===== config.mk =====
export PLATFORM = sky130hd
export DESIGN_NAME = bcd_counter_ctrl
export DESIGN_NICKNAME = d
export VERILOG_FILES = /design/src/rtl/bcd_pkg.sv /design/src/rtl/bcd_incrementer.sv /design/src/rtl/bcd_counter_ctrl.sv
export SDC_FILE = /design/constraint.sdc
export NUM_CORES = 1
export LEC_CHECK = 0
export CAP_MARGIN = 10
export CORE_MARGIN = 1.5
export CORE_UTILIZATION = 50
export CTS_CLUSTER_DIAMETER = 40
export CTS_CLUSTER_SIZE = 10
export DETAILED_ROUTE_END_ITERATION = 16
export PLACE_DENSITY = 0.91
export RECOVER_POWER = 50
export SLEW_MARGIN = 10
export SYNTH_ARGS = -nofsm -noshare
export SYNTH_HDL_FRONTEND = slang
export SYNTH_SLANG_ARGS = --single-unit

===== constraint.sdc =====
create_clock -name clk -period 4.65 [get_ports clk]
set_input_delay 1.395 -clock clk [delete_from_list [all_inputs] [get_ports clk]]
set_output_delay 1.395 -clock clk [all_outputs]
set_load 0.1 [all_outputs]

===== src/rtl/bcd_pkg.sv =====
// bcd_pkg: shared state encoding and BCD digit constants for the BCD counter
package bcd_pkg;
  typedef enum logic [1:0] {IDLE, RUN, DONE} state_t;
  localparam int BCD_W = 4;
  localparam logic [BCD_W-1:0] BCD_MAX = 4'd9;
endpackage


===== src/rtl/bcd_incrementer.sv =====
// bcd_incrementer: single-digit BCD +1 with carry; invalid digits collapse to 0 without carry
module bcd_incrementer
  import bcd_pkg::*;
(
  input  logic [BCD_W-1:0] in,
  input  logic             en,
  output logic [BCD_W-1:0] out,
  output logic             carry
);
  // 9 wraps with carry, anything above 9 is forced to 0 so a ripple stops there
  always_comb begin
    out   = !en ? in : (in >= BCD_MAX) ? '0 : in + 4'd1;
    carry = en && in == BCD_MAX;
  end
endmodule


===== src/rtl/bcd_counter_ctrl.sv =====
// bcd_counter_ctrl: multi-digit BCD counter rippling one shared incrementer LSD first
module bcd_counter_ctrl
  import bcd_pkg::*;
#(
  parameter  int DIGITS = 4,
  localparam int IDXW   = $clog2(DIGITS)
) (
  input  logic                  clk,
  input  logic                  rst_n,
  input  logic                  inc_req,
  input  logic                  clr,
  input  logic                  load,
  input  logic [4*DIGITS-1:0]   load_val,
  output logic [4*DIGITS-1:0]   value,
  output logic                  busy,
  output logic                  done,
  output logic                  overflow
);
  state_t            state, state_n;
  logic [IDXW-1:0]   idx;
  logic [BCD_W-1:0]  cur, inc_out;
  logic              carry, last, wrap;

  bcd_incrementer u_inc (
    .in    (cur),
    .en    (state == RUN),
    .out   (inc_out),
    .carry (carry)
  );

  // next state: clr aborts from anywhere, load beats inc_req in IDLE, ripple ends on no carry or top digit
  always_comb begin
    cur     = value[idx*BCD_W +: BCD_W];
    last    = idx == IDXW'(DIGITS-1);
    state_n = clr ? IDLE
            : state == IDLE ? ((!load && inc_req) ? RUN : IDLE)
            : state == RUN  ? ((carry && !last) ? RUN : DONE)
            : IDLE;
    wrap    = !clr && state == RUN && carry && last;
  end

  // state register
  always_ff @(posedge clk or negedge rst_n) begin
    if (!rst_n) state <= IDLE;
    else state <= state_n;
  end

  // registered outputs, digit index and packed value with per-digit write-back
  always_ff @(posedge clk or negedge rst_n) begin
    if (!rst_n) begin
      value    <= '0;
      busy     <= 1'b0;
      done     <= 1'b0;
      overflow <= 1'b0;
      idx      <= '0;
    end else begin
      busy     <= state_n == RUN;
      done     <= state_n == DONE;
      overflow <= wrap;
      idx      <= (state == RUN && state_n == RUN) ? idx + 1'b1 : '0;
      if (clr) value <= '0;
      else if (state == IDLE && load) value <= load_val;
      else if (state == RUN) value[idx*BCD_W +: BCD_W] <= inc_out;
    end
  end
endmodule

After elaboration in Yosys (flattened, before gate mapping)
Index checks and enable logic that the tools add are counted.

Logic and storage cells: 43. Input port bits: 21. Output and inout bits: 19. Register bits after elaboration: 23.

Order comparisons: 1. Mux-type cells: 12. Shifts and indexed selects: 3. Reductions and logical operators: 13. Equality and inequality tests: 5. Add/subtract/negate cells: 3.

Operator list (number): $mux 16 (3); $neg 4->34 (1); $shift 4x34->16 const A (1); $shiftx 4x34->16 (1); $bwmux 16 (1); $shiftx 16x5->4 (1); $mux 2 (5); $logic_and 1x1->1 (8); $mux 4 (2); $add 4x1->4 const B (1); $eq 2x1->1 const B (2); $eq 2x2->1 const B (2); $eq 4x4->1 const B (1); $ge 4x4->1 const B (1); $logic_not 1->1 (3); $reduce_bool 3->1 (1); $add 2x1->2 const B (1); $logic_not 2->1 (1); $mux 1 (1).

Longest topological paths before layout
Word-level depth: 11. Gate-level depth with buffers: 8. Depth with buffers taken out: 7.

Cells and area by module
From an unflattened synthesis, not the netlist that was laid out.

Cell total of the unflattened synthesis: 144. Area total of the unflattened synthesis: 1607.8 um^2.

By module, submodules not included: bcd_counter_ctrl (area an instance 1468.9 um^2, instances 1, cells each 125, seq. area each 575.6 um^2); bcd_incrementer (area an instance 138.9 um^2, instances 1, cells each 19, seq. area each 0.0 um^2).

Worst setup path before layout
Ideal clock, no wire load.

Path type: register -> register. From: register value[5]. To: register value[8]. Data arrival time: 2.567 ns. Required time: 4.556 ns. Library setup time: 0.094 ns. Path slack: 1.989 ns. Stages on the path, launching flop included: 8. Period minus slack after synthesis: 2.661 ns. Buffers on the path: 0. Cell sequence: dfrtp_1 > mux4_1 > inv_1 > ha_1 > or3b_1 > o221ai_2 > nand3_1 > a211oi_1.

Longest elaborated chain between the ends: 9. Elaborated cells on any way between the ends: 10. Those cells by class: 1 x add/sub; 1 x order compare; 2 x shift; 6 x mux.

RTL lines: start, declared (line bcd_counter_ctrl.sv:14) `output logic [4*DIGITS-1:0] value,`; start signal, assigned (line bcd_counter_ctrl.sv:62) `else if (state == IDLE && load) value <= load_val;`; start signal, assigned by index (line bcd_counter_ctrl.sv:63) `else if (state == RUN) value[idx*BCD_W +: BCD_W] <= inc_out;`; $shiftx 16x5->4 (*) (line bcd_counter_ctrl.sv:33) `cur = value[idx*BCD_W +: BCD_W];`; $add 4x1->4 / $ge 4x4->1 (equally long branches) (line bcd_incrementer.sv:12) `out = !en ? in : (in >= BCD_MAX) ? '0 : in + 4'd1;`; $mux 4 (line bcd_incrementer.sv:12); $mux 4 (*) (line bcd_incrementer.sv:12); $shiftx 4x34->16 (*) (line bcd_counter_ctrl.sv:63); $bwmux 16 (*) (line bcd_counter_ctrl.sv:63); $mux 16 (*) (line bcd_counter_ctrl.sv:63); $mux 16 (*) (line bcd_counter_ctrl.sv:62); $mux 16 (*) (line bcd_counter_ctrl.sv:61) `if (clr) value <= '0;`.

Mark *: on every way between the ends. The rest lies on a longest branch, timed or not. The select of a mux whose other input is x is not followed. A chain may end at the register's enable or synchronous reset.

Worst setup path in the final report
From: register value[13]. To: output value[13].

No word-level cell between the ends.

==> impl_metrics.yaml <==
synthesis:
  synth_edf_count: 0
  ys_types: 39
  synth_xor_area_share_pct: 0
  syn_nets: 173
  ys_warn_count: 0
  synth_mux_area_share_pct: 12.11
  ys_seq_area_share_pct: 37.64
  synthSimpleGateAreaFrac_pct: 17.68
  synthCells: 145
  post_synth.cell_area_avg_um2: 10.54
  synthAdderAreaFrac_pct: 5.728
  syn-cell-area_um2: 1529
  synth-seq-cells: 23
  synthFlopType: "dfrtp_1"
  synth_compound_area_share_pct: 21.44
  synth_top_family_by_area: "compound AO/OA/AOI/OAI gates"
  synthArstFlopShare_pct: 100.0
cts:
  worstSkewPairLatency_ns: 0.31
  cts.reportedPaths.clkPinSlew_ns: 0.13
  cts_hold_buf: 0
  cts_max_path_buffers: 2
  cts_resized: 0
  cts_max_level: 1
  tritoncts: "built"
  post-cts-setup-buffer-count: 0
  cts_buffers: 3
  cts_sinks: 23
  cts_root_buffer: "clkbuf_4"
floorplanning:
  die_area_um2: 3399
  io_pins: 40
  start_util_pct: 54.05
  core_area_um2: 2829
  die_h_um: 58.30
  row_count: 19
  die_w_um: 58.30
sta:
  clock_skew_ns: 0.008121
  maxSlewHeadroom_pct: 29.75
  setup_viol: 0
  period_share_pct: 71.00
  finalMaxSlewViolations: 0
  fin_setup_tns_ns: 0
  tightest_slew_ns: 1.050
  rsz0062_at_grt: "false"
  hold_viol: 0
  fmax_mhz: 302.9
  layout_min_cycle_time_ns: 3.301
layout:
  finalNetCount: 211
  syn2layout_area_growth_pct: 25.45
  final_cell_mix: "clkdlybuf4s50_1, dfrtp_1, a22oi_1, o21ai_0, nand2_1"
  antenna_cells: 0
  drive_gt1_share_pct: 8.791
  nFillCells: 201
  layout_commonest_cell: "clkdlybuf4s50_1"
  postLayoutCellArea_um2: 1918
critical_path:
  critical-path-max-stage-delay_ns: 1.16
  reg2reg_from: "idx[0]"
  rr_endpoint: "value[8]"
  crit_path_max_fanout: 3
  crit_buf_inv: 1
  endpoint_kind: "primary output"
  cp-start-kind: "register"
  critPathLaunch: "value[13]"
  r2r_slack_ns: 1.58
  cp-endpoint: "value[13]"
  path_cells: "clkdlybuf4s50_1"
  cpLargestDelayFamily: "buffers and inverters"
  crit_slowest_cell: "clkdlybuf4s50_1"
  worstRegToRegCells: 7
  critPathKind: "reg2out"
  crit_cells: 1
  cp.required_ns: 3.25
  arrival_ns: 1.91
route:
  num_vias: 1408
  drtIter0Drc: 95
  drt_wl_total_mm: 4.086
  drt-wirelength-per-cell_um: 19.18
  vias_per_cell: 6.610
  drc: 0
  dr.pass1.iters: 4
  drtAntennaViolNets: 0
placement:
  hpwl_mm: 3.036
  gp_congestion: 0.9209
  place_area_um2: 1898
  portBuffers: 39
global_routing:
  grt_use_met3_pct: 2.637
  gr-usage-met1_pct: 34.58
  grt_pass1_vias: 1347
  grtUsageMet2_pct: 42.70
  antenna_found_initial: 0
  grt_overflow: 0
  grt_pass1_wl_mm: 6.527
  grt_max_degree: 24
  top_usage_layer: "met2"
  grt_usage_pct: 25.05
flow_run:
  maxCapViolCount: 0
power:
  ir_drop_mv: 0.1799
  cellPowerDensity_nw_per_um2: 254.3
  p_leak_nw: 0.7512
worst_hold_path:
  min-delay-path-class: "reg2reg"
  worstHoldPathCells: 2
status:
  outcome: "finished clean"
==> per-layer routing <==
layer	up-vias	routed length [um]
met5	-	0
met4	0	68
met2	80	2007
li1	636	-
met1	683	1643
met3	9	367
==> worst min-delay path by stage <==
stage	startpoint	slack, ns	endpoint
2_1_floorplan	state[1]	0.61	busy
6_report	value[11]	0.56	value[11]
3_5_place_dp	value[11]	0.53	value[11]
5_1_grt	value[11]	0.58	value[11]
4_1_cts	value[11]	0.56	value[11]
3_3_place_gp	value[11]	0.52	value[11]
==> sequential cells by signal (all words and copies together), names as in the netlist <==
signal / count
value: 16
overflow: 1
state: 2
busy: 1
idx: 2
done: 1
==> kinds of logic after synthesis <==
group / Yosys count
buffers and inverters: 12
flip-flops: 23
AO/OA/AOI/OAI: 48
AND/OR/NAND/NOR: 43
adder cells (fa/ha/maj): 7
multiplexers: 12
==> cells in the mapped netlist (2+ instances only) <==
cell type | number | area share (%)
nor2_1 | 3 | 0.74
mux4_2 | 2 | 2.9
o21ai_0 | 11 | 3.6
a21oi_1 | 9 | 2.9
nor3_1 | 4 | 1.3
mux2i_1 | 2 | 1.3
a211oi_1 | 4 | 2.0
o21ai_1 | 2 | 0.65
nand2_1 | 10 | 2.5
or4_1 | 2 | 0.98
nand3b_1 | 3 | 1.5
and4bb_2 | 3 | 2.5
mux4_1 | 2 | 3.4
ha_1 | 7 | 5.7
and2_1 | 4 | 1.6
nor3b_1 | 3 | 1.5
inv_1 | 5 | 1.2
a311o_1 | 2 | 1.3
nand2b_1 | 2 | 0.82
nand3_1 | 3 | 0.98
buf_6 | 5 | 3.7
dfrtp_1 | 23 | 38
mux2_2 | 6 | 4.4
a22oi_1 | 12 | 5.9
a32oi_1 | 2 | 1.1
==> metrics by stage <==
step / hold slack (ns) / util [%] / total power [mW] / setup slack (ns) / cells
finish: 0.5597 / 67.80 / 0.4878 / 1.349 / 213
global route: 0.5816 / 67.80 / 0.5055 / 1.310 / 213
CTS: 0.5582 / 68.02 / 0.4907 / 1.344 / 213
detailed placement: 0.5320 / 67.09 / 0.3966 / 1.456 / 209
global placement: 0.5166 / 67.09 / 0.3928 / 1.541 / 209
floorplan: 0.6135 / - / 0.3435 / 1.989 / 145
==> worst min-delay path, stage by stage (launching register included) <==
cell and delay, ns:
dfrtp_1 0.38, a22oi_1 0.06, o21ai_0 0.08
==> final cells by class <==
| class | count | area (um^2) | share of cell area (%) |
|---|---|---|---|
| Sequential cell | 23 | 575.6 | 30.01 |
| Inverter | 6 | 22.52 | 1.174 |
| Timing Repair Buffer | 39 | 390.4 | 20.35 |
| Tap cell | 31 | 38.79 | 2.022 |
| Multi-Input combinational cell | 110 | 864.6 | 45.07 |
| Clock buffer | 4 | 26.28 | 1.370 |
==> where the power goes <==
| group | switching, mW | internal, mW | leakage (nW) | total (mW) |
|---|---|---|---|---|
| Clock | 0.0602 | 0.0335 | 0.0150 | 0.0937 |
| Combinational | 0.118 | 0.0555 | 0.425 | 0.173 |
| Sequential | 0.0107 | 0.210 | 0.311 | 0.221 |
| Total | 0.189 | 0.299 | 0.751 | 0.488 |
No activity file was read; power rests on OpenSTA's default activity.
